==> src/rtl/serial_logic_unit_pkg.sv <==
`default_nettype none
// ============================================================================
// Package     : logic_pkg
// Description : Shared types for the bitwise logic blocks (parallel gate,
//               serial logic unit, future variants). Holds the operation
//               encoding and the serial unit's state encoding.
// Revision    : 1.0 - initial release
// ============================================================================
package logic_pkg;

  // Operation code shared by every logic block.
  typedef enum logic [1:0] {
    OP_AND  = 2'b00,
    OP_OR   = 2'b01,
    OP_XOR  = 2'b10,
    OP_NAND = 2'b11
  } op_t;

  // Serial unit control states.
  typedef enum logic [1:0] {
    IDLE  = 2'b00,
    SHIFT = 2'b01,
    DONE  = 2'b10
  } state_t;

endpackage : logic_pkg
`default_nettype wire

==> src/rtl/serial_logic_unit_if.sv <==
`default_nettype none
// ============================================================================
// Interface   : serial_logic_unit_if
// Description : Operand/result handshake bundle for serial_logic_unit.
//   in_valid/in_ready + x, y, op : operation request channel
//   out_valid/out_ready + z      : result channel
//   busy                         : unit is shifting or holding a result
//   master modport : requester side (testbench / upstream logic)
//   slave modport  : the serial logic unit itself
// Revision    : 1.0 - initial release
// ============================================================================
interface serial_logic_unit_if #(
  parameter int WIDTH = 4
);
  import logic_pkg::*;

  logic             in_valid;
  logic             in_ready;
  logic [WIDTH-1:0] x;
  logic [WIDTH-1:0] y;
  op_t              op;
  logic             out_valid;
  logic             out_ready;
  logic [WIDTH-1:0] z;
  logic             busy;

  modport master (
    output in_valid, x, y, op, out_ready,
    input  in_ready, out_valid, z, busy
  );

  modport slave (
    input  in_valid, x, y, op, out_ready,
    output in_ready, out_valid, z, busy
  );

endinterface : serial_logic_unit_if
`default_nettype wire

==> src/rtl/serial_logic_unit_cell.sv <==
`default_nettype none
// ============================================================================
// Module      : bit_logic_cell
// Description : Purely combinational 1-bit logic evaluator.
//   a, b : operand bits
//   op   : operation select (AND / OR / XOR / NAND)
//   r    : result bit
// Revision    : 1.0 - initial release
// ============================================================================
module bit_logic_cell
  import logic_pkg::*;
(
  input  logic a,
  input  logic b,
  input  op_t  op,
  output logic r
);

  always_comb begin
    r = 1'b0;
    case (op)
      OP_AND:  r = a & b;
      OP_OR:   r = a | b;
      OP_XOR:  r = a ^ b;
      OP_NAND: r = ~(a & b);
      default: r = 1'b0;
    endcase
  end

endmodule : bit_logic_cell
`default_nettype wire

==> src/rtl/serial_logic_unit.sv <==
`default_nettype none
// ============================================================================
// Module      : serial_logic_unit
// Description : Bit-serial bitwise logic unit. Captures two WIDTH-bit
//               operands and an op, evaluates one bit per clock (LSB first)
//               through a single bit_logic_cell, then presents the result
//               until the downstream handshake completes.
//   clk   : system clock, rising edge
//   rst_n : asynchronous active-low reset
//   bus   : serial_logic_unit_if slave (request, result, busy)
// Revision    : 1.0 - initial release
// ============================================================================
module serial_logic_unit
  import logic_pkg::*;
#(
  parameter int WIDTH = 4
) (
  input  logic                 clk,
  input  logic                 rst_n,
  serial_logic_unit_if.slave   bus
);

  localparam int CNT_W = (WIDTH > 1) ? $clog2(WIDTH) : 1;
  localparam logic [CNT_W-1:0] CNT_LAST = CNT_W'(WIDTH - 1);

  localparam logic [1:0] ST_IDLE  = IDLE;
  localparam logic [1:0] ST_SHIFT = SHIFT;
  localparam logic [1:0] ST_DONE  = DONE;

  logic [1:0]       state_q, state_d;
  logic [WIDTH-1:0] xs_q, xs_d;
  logic [WIDTH-1:0] ys_q, ys_d;
  logic [WIDTH-1:0] zs_q, zs_d;
  logic [CNT_W-1:0] cnt_q, cnt_d;
  op_t              op_q, op_d;
  logic             cell_r;

  bit_logic_cell u_cell (
    .a  (xs_q[0]),
    .b  (ys_q[0]),
    .op (op_q),
    .r  (cell_r)
  );

  always_comb begin
    state_d = state_q;
    xs_d    = xs_q;
    ys_d    = ys_q;
    zs_d    = zs_q;
    cnt_d   = cnt_q;
    op_d    = op_q;
    case (state_q)
      ST_IDLE: begin
        if (bus.in_valid) begin
          xs_d    = bus.x;
          ys_d    = bus.y;
          op_d    = bus.op;
          cnt_d   = '0;
          state_d = ST_SHIFT;
        end
      end
      ST_SHIFT: begin
        // New bit enters at the MSB so after WIDTH shifts bit 0 lines up.
        zs_d = {cell_r, zs_q[WIDTH-1:1]};
        xs_d = xs_q >> 1;
        ys_d = ys_q >> 1;
        if (cnt_q == CNT_LAST) begin
          state_d = ST_DONE;
        end else begin
          cnt_d = cnt_q + 1'b1;
        end
      end
      ST_DONE: begin
        // The release cycle never accepts; a new request waits for IDLE.
        if (bus.out_ready) begin
          state_d = ST_IDLE;
        end
      end
      default: state_d = ST_IDLE;
    endcase
  end

  always_ff @(posedge clk or negedge rst_n) begin
    if (!rst_n) begin
      state_q <= ST_IDLE;
      xs_q    <= '0;
      ys_q    <= '0;
      zs_q    <= '0;
      cnt_q   <= '0;
      op_q    <= OP_AND;
    end else begin
      state_q <= state_d;
      xs_q    <= xs_d;
      ys_q    <= ys_d;
      zs_q    <= zs_d;
      cnt_q   <= cnt_d;
      op_q    <= op_d;
    end
  end

  assign bus.in_ready  = (state_q == ST_IDLE);
  assign bus.out_valid = (state_q == ST_DONE);
  assign bus.busy      = (state_q != ST_IDLE);
  assign bus.z         = zs_q;

endmodule : serial_logic_unit
`default_nettype wire

==> src/flat_wrapper.sv <==
// flat-port wrapper written by rule: the top's interface ports become plain ports
module serial_logic_unit_flat import logic_pkg::*;
#(
  parameter int WIDTH = 4
)
  (clk, rst_n, bus_in_valid, bus_x, bus_y, bus_op, bus_out_ready, bus_in_ready, bus_out_valid, bus_z, bus_busy);
  serial_logic_unit_if #(.WIDTH(WIDTH)) bus_i ();
  input  logic clk;
  input  logic rst_n;
  input wire logic [$bits(bus_i.in_valid)-1:0] bus_in_valid;
  input wire logic [$bits(bus_i.x)-1:0] bus_x;
  input wire logic [$bits(bus_i.y)-1:0] bus_y;
  input wire logic [$bits(bus_i.op)-1:0] bus_op;
  input wire logic [$bits(bus_i.out_ready)-1:0] bus_out_ready;
  output wire logic [$bits(bus_i.in_ready)-1:0] bus_in_ready;
  output wire logic [$bits(bus_i.out_valid)-1:0] bus_out_valid;
  output wire logic [$bits(bus_i.z)-1:0] bus_z;
  output wire logic [$bits(bus_i.busy)-1:0] bus_busy;
  assign bus_i.in_valid = bus_in_valid;
  assign bus_i.x = bus_x;
  assign bus_i.y = bus_y;
  assign bus_i.op = bus_op;
  assign bus_i.out_ready = bus_out_ready;
  assign bus_in_ready = bus_i.in_ready;
  assign bus_out_valid = bus_i.out_valid;
  assign bus_z = bus_i.z;
  assign bus_busy = bus_i.busy;
  serial_logic_unit #(.WIDTH(WIDTH)) u_core (.clk(clk), .rst_n(rst_n), .bus(bus_i));
endmodule
==> config.mk <==
export PLATFORM = sky130hd
export DESIGN_NAME = serial_logic_unit_flat
export DESIGN_NICKNAME = d
export VERILOG_FILES = /design/src/rtl/serial_logic_unit_pkg.sv /design/src/rtl/serial_logic_unit_if.sv /design/src/rtl/serial_logic_unit_cell.sv /design/src/rtl/serial_logic_unit.sv /design/src/flat_wrapper.sv
export SDC_FILE = /design/constraint.sdc
export NUM_CORES = 1
export LEC_CHECK = 0
export CORE_ASPECT_RATIO = 1.4
export CORE_MARGIN = 1
export CORE_UTILIZATION = 25
export DETAILED_ROUTE_END_ITERATION = 10
export GPL_TIMING_DRIVEN = 0
export PLACE_DENSITY = 0.44
export SETUP_SLACK_MARGIN = 0.3
export SLEW_MARGIN = 25
export SYNTH_ARGS = -nofsm -noshare
export SYNTH_HDL_FRONTEND = slang
export SYNTH_SLANG_ARGS = --single-unit
==> constraint.sdc <==
create_clock -name clk -period 1.6 [get_ports clk]
set_input_delay 0.32 -clock clk [delete_from_list [all_inputs] [get_ports clk]]
set_output_delay 0.32 -clock clk [all_outputs]
set_load 0.02 [all_outputs]
==> impl_summary.log <==
[metrics] run status: finished, final reports clean
[metrics] share of synthesized registers carrying an async set or reset: 100%
[metrics] Largest delay share family, worst path: flip-flops
[metrics] vertical extent of the die: 72.9 um
[metrics] cell-by-cell trace of the critical path: buf_6 -> nor2_4 -> buf_6 -> buf_6
[metrics] Diodes inserted: 0
[metrics] dominant combinational cell family by area after synthesis: compound AO/OA/AOI/OAI gates
[metrics] reported leakage power: about 0.00056 uW
[metrics] worst slack at placement: -51.4 ps
[metrics] worst path buffer plus inverter count: 3
[metrics] tightest slew margin relative to the limit: between 40 and 50%
[metrics] sum of overflow across all layers after global routing: 0
[metrics] grt peak-use layer: met2
[metrics] worst setup path category: reg -> out
[metrics] pin count of the biggest net entering global routing: 19
[metrics] DRC errors left: 0
[metrics] slowest cell delay on critical path: 370 ps
[metrics] adder-cell share of the synthesized area: under 10%
[metrics] most numerous cell in the Yosys netlist: sky130_fd_sc_hd__dfrtp_1
[metrics] clock slew at reported path FFs: approximately 70 ps
[metrics] antenna violations before repair: 0
[metrics] number of detailed-routing iterations run before antenna repair: 4
[metrics] dominant register cell in the synthesized netlist: sky130_fd_sc_hd__dfrtp_1
[metrics] highest clock rate: ~720 MHz
[metrics] fraction of power spent switching nets: between 30% and 40%
[metrics] Syn Std Cell Area: approximately 900 sq um
[metrics] final worst clock skew: between 1 and 1.5 ps
[metrics] complex-gate fraction of the synthesized area: a little over a fifth
[metrics] largest cells by area after synthesis: sky130_fd_sc_hd__dfrtp_1, sky130_fd_sc_hd__mux2_2, sky130_fd_sc_hd__o21ai_0
[metrics] maximum resistive drop on vdd: roughly 0.95 mV
[metrics] startpoint types: register
[metrics] Slowest-stage cell, CP: sky130_fd_sc_hd__dfrtp_1
[metrics] total power per unit cell area: ~1900 nW/um^2
[metrics] number of flops mapped to enable cells by yosys: 0
[metrics] number of nets at the end of the flow: ~120
[metrics] Sink Count: 18
[metrics] final routed wire length divided by cell count: ~13 um
[metrics] Total Routing Usage GR: approximately 11%
[metrics] Die ar.: approximately 3800 sq um
[metrics] data required time at the worst endpoint: approximately 1300 ps
[metrics] maximum clock insertion buffer count: 2
[metrics] switching power of the nets: between 800 and 900 uW
[metrics] area share of and/or/nand/nor cells after synthesis: a little under an eighth
[metrics] max capacitance violation total: 0
[metrics] Placement Rows: 25
[metrics] CP Max Fanout: 4
[metrics] die outline width: around 53 um
[metrics] cell at the root of the clock tree: sky130_fd_sc_hd__clkbuf_8
[metrics] xor/xnor share of the synthesized area: 0%
[metrics] period utilisation layout: slightly below 90%
[metrics] Unique masters post-synth: 24
[metrics] first-pass GRT wire length: slightly above 3000 um
[metrics] htree depth: 1
[metrics] Worst Slack Setup Final: between 200 and 250 ps
[metrics] met2 global-route usage: roughly 17%
[metrics] RSZ-0062 raised after global routing: yes
[metrics] final setup vio count: 0
[metrics] insertion delay of the later-clocked pin in the worst-skew pair: 250 ps
[metrics] number of I/O pins: 21
[metrics] post-detailed-route via-to-cell ratio: 4.61
[metrics] CTS buffer count: 3
[metrics] Yosys warnings: 0
[metrics] HPWL after detailed placement: 1320 um
[metrics] cell with the most instances on the worst path: sky130_fd_sc_hd__buf_6
[metrics] commonest cells in the synthesized netlist: sky130_fd_sc_hd__dfrtp_1, sky130_fd_sc_hd__nand2_1, sky130_fd_sc_hd__o21ai_0
[metrics] Internal Dissipation: between 1000 and 1500 uW
[metrics] dominant cell type by area after synthesis: sky130_fd_sc_hd__dfrtp_1
[metrics] Post-Syn Nets: between 90 and 100
[metrics] fraction of final layout cells with drive strength greater than 1: 27.4%
[metrics] share of total power in sequential cells: 34.5%
[metrics] fraction of met1 tracks used by global routing: between 10% and 20%
[metrics] met3 global-route usage: 1.88%
[metrics] post-synthesis sequential element count: 18
[metrics] portion of netlist area occupied by mux cells: 8.65%
[metrics] final core utilization: between 30% and 40%
[metrics] Final Wtd Congestion: around 0.67
[metrics] Mapped Avg Cell Area: between 10 and 15 sq um
[metrics] Critical Path AT: approximately 1100 ps
[metrics] area share of the leading cell type in the synthesized netlist: between 50% and 60%
[metrics] actual transition at the worst max-transition pin: between 800 and 900 ps
[metrics] kind of path behind the tightest hold check: in -> async
[metrics] count of mapped cells out of synthesis: between 70 and 80
[metrics] part of the total power dissipated in the clock network: ~16%
[metrics] sum of routed wire length over all layers: 1850 um
[metrics] via count of the first global-routing pass: around 660
[metrics] share of the yosys chip area belonging to registers: roughly 50%
[metrics] Vias: 673
[metrics] number of port buffers: 20
[metrics] final hold viol count: 0
[metrics] number of antenna-violating nets in the routed design: 0
[metrics] core footprint: about 3400 sq um
[metrics] initial detailed-routing violation count: 9
[metrics] final critical delay including setup and external delays: 1390 ps
[metrics] Slew Limit Fails: 0
[metrics] power share of the combinational group: approximately 50%
[metrics] relative area change from synthesis to final layout: 38.2%
[metrics] count of hold-fix buffers inserted at cts: 0
[metrics] crit path capture type: output pin
[metrics] CTS tree: yes
[metrics] initial core utilization: about a quarter
-- sequential cells by signal, summed over array words and instances, names as in the netlist --
| signal | count |
|---|---|
| u_core.ys_q | 4 |
| u_core.op_q | 2 |
| u_core.cnt_q | 2 |
| u_core.xs_q | 4 |
| u_core.bus.z | 4 |
| u_core.state_q | 2 |
-- power groups by stage --
| stage | Combinational (uW) | Sequential [uW] | Clock (uW) |
|---|---|---|---|
| after floorplan | 744 | 849 | 0 |
| after global routing | 1290 | 848 | 402 |
| after detailed placement | 1130 | 824 | 0 |
| final | 1180 | 816 | 371 |
| after global placement | 1110 | 815 | 0 |
| after CTS | 1170 | 818 | 390 |
-- placed cells by master, fill, tap and decap left out, drive strengths merged, types with 2 or more instances in the layout --
master         Yosys  final
a21oi              2      2
a22o               3      3
a22oi              5      5
buf                3      9
clkbuf             0      5
clkdlybuf4s15      0      3
clkdlybuf4s50      0     11
dfrtp             18     18
dlymetal6s2s       0      2
ha                 3      3
inv                6      6
mux2               6      6
nand2             10     10
nand2b             2      2
nor2               4      4
o21ai              8      8
-- timing repair --
| action | in CTS | in global routing |
|---|---|---|
| setup buffers | 3 | 0 |
| gates resized for setup | 24 | 12 |
| pin swaps | 0 | 0 |
| endpoints found under the setup margin | 7 | 16 |
-- final timing paths --
path | from | endpoint | slack (ps) | cells past startpoint
worst max-delay path | u_core.state_q[0] | bus_in_ready | 210 | 4
worst min-delay path | rst_n | u_core.ys_q[2] | 160 | 1
worst max register to register | u_core.state_q[0] | u_core.op_q[1] | 310 | 6
worst min register to register | u_core.ys_q[1] | u_core.ys_q[1] | 480 | 2
max in group asynchronous | rst_n | u_core.state_q[1] | 870 | 1
min in group clk | u_core.ys_q[1] | u_core.ys_q[1] | 480 | 2
-- through the flow --
step	cell area (sq um)	power (uW)	setup TNS (ps)	std cells	hold WS, ps
finish	1240	2360	0	146	157
floorplan	897	1590	0	79	24.4
CTS	1220	2380	0	146	488
global route	1240	2540	0	146	228
global placement	1150	1930	-61.4	139	464
detailed placement	1150	1950	-51.4	139	471
-- per-layer routing --
metal	vias up	part of all wire, %	wire, um
li1	333	-	-
met2	17	48	895
met1	321	46	857
met3	2	3.9	72
met5	-	0	0
met4	0	1.2	23
-- cells by family (layout without fill, tap and decap cells) --
group | count (synthesis) | after routing
flops | 18 | 18
buf+inv | 9 | 36
fa+ha+maj | 3 | 3
mux | 7 | 7
simple gates | 19 | 19
compound gates | 23 | 23
-- area by class of cell --
cell class                      instances  area, sq um
Buffer                                  3         21.3
Clock buffer                            4         55.1
Fill cell                             343         2170
Inverter                                6         22.5
Multi-Input combinational cell         52          413
Sequential cell                        18          452
Tap cell                               40         50.0
Timing Repair Buffer                   23          226
(Power assumes the default switching activity.)
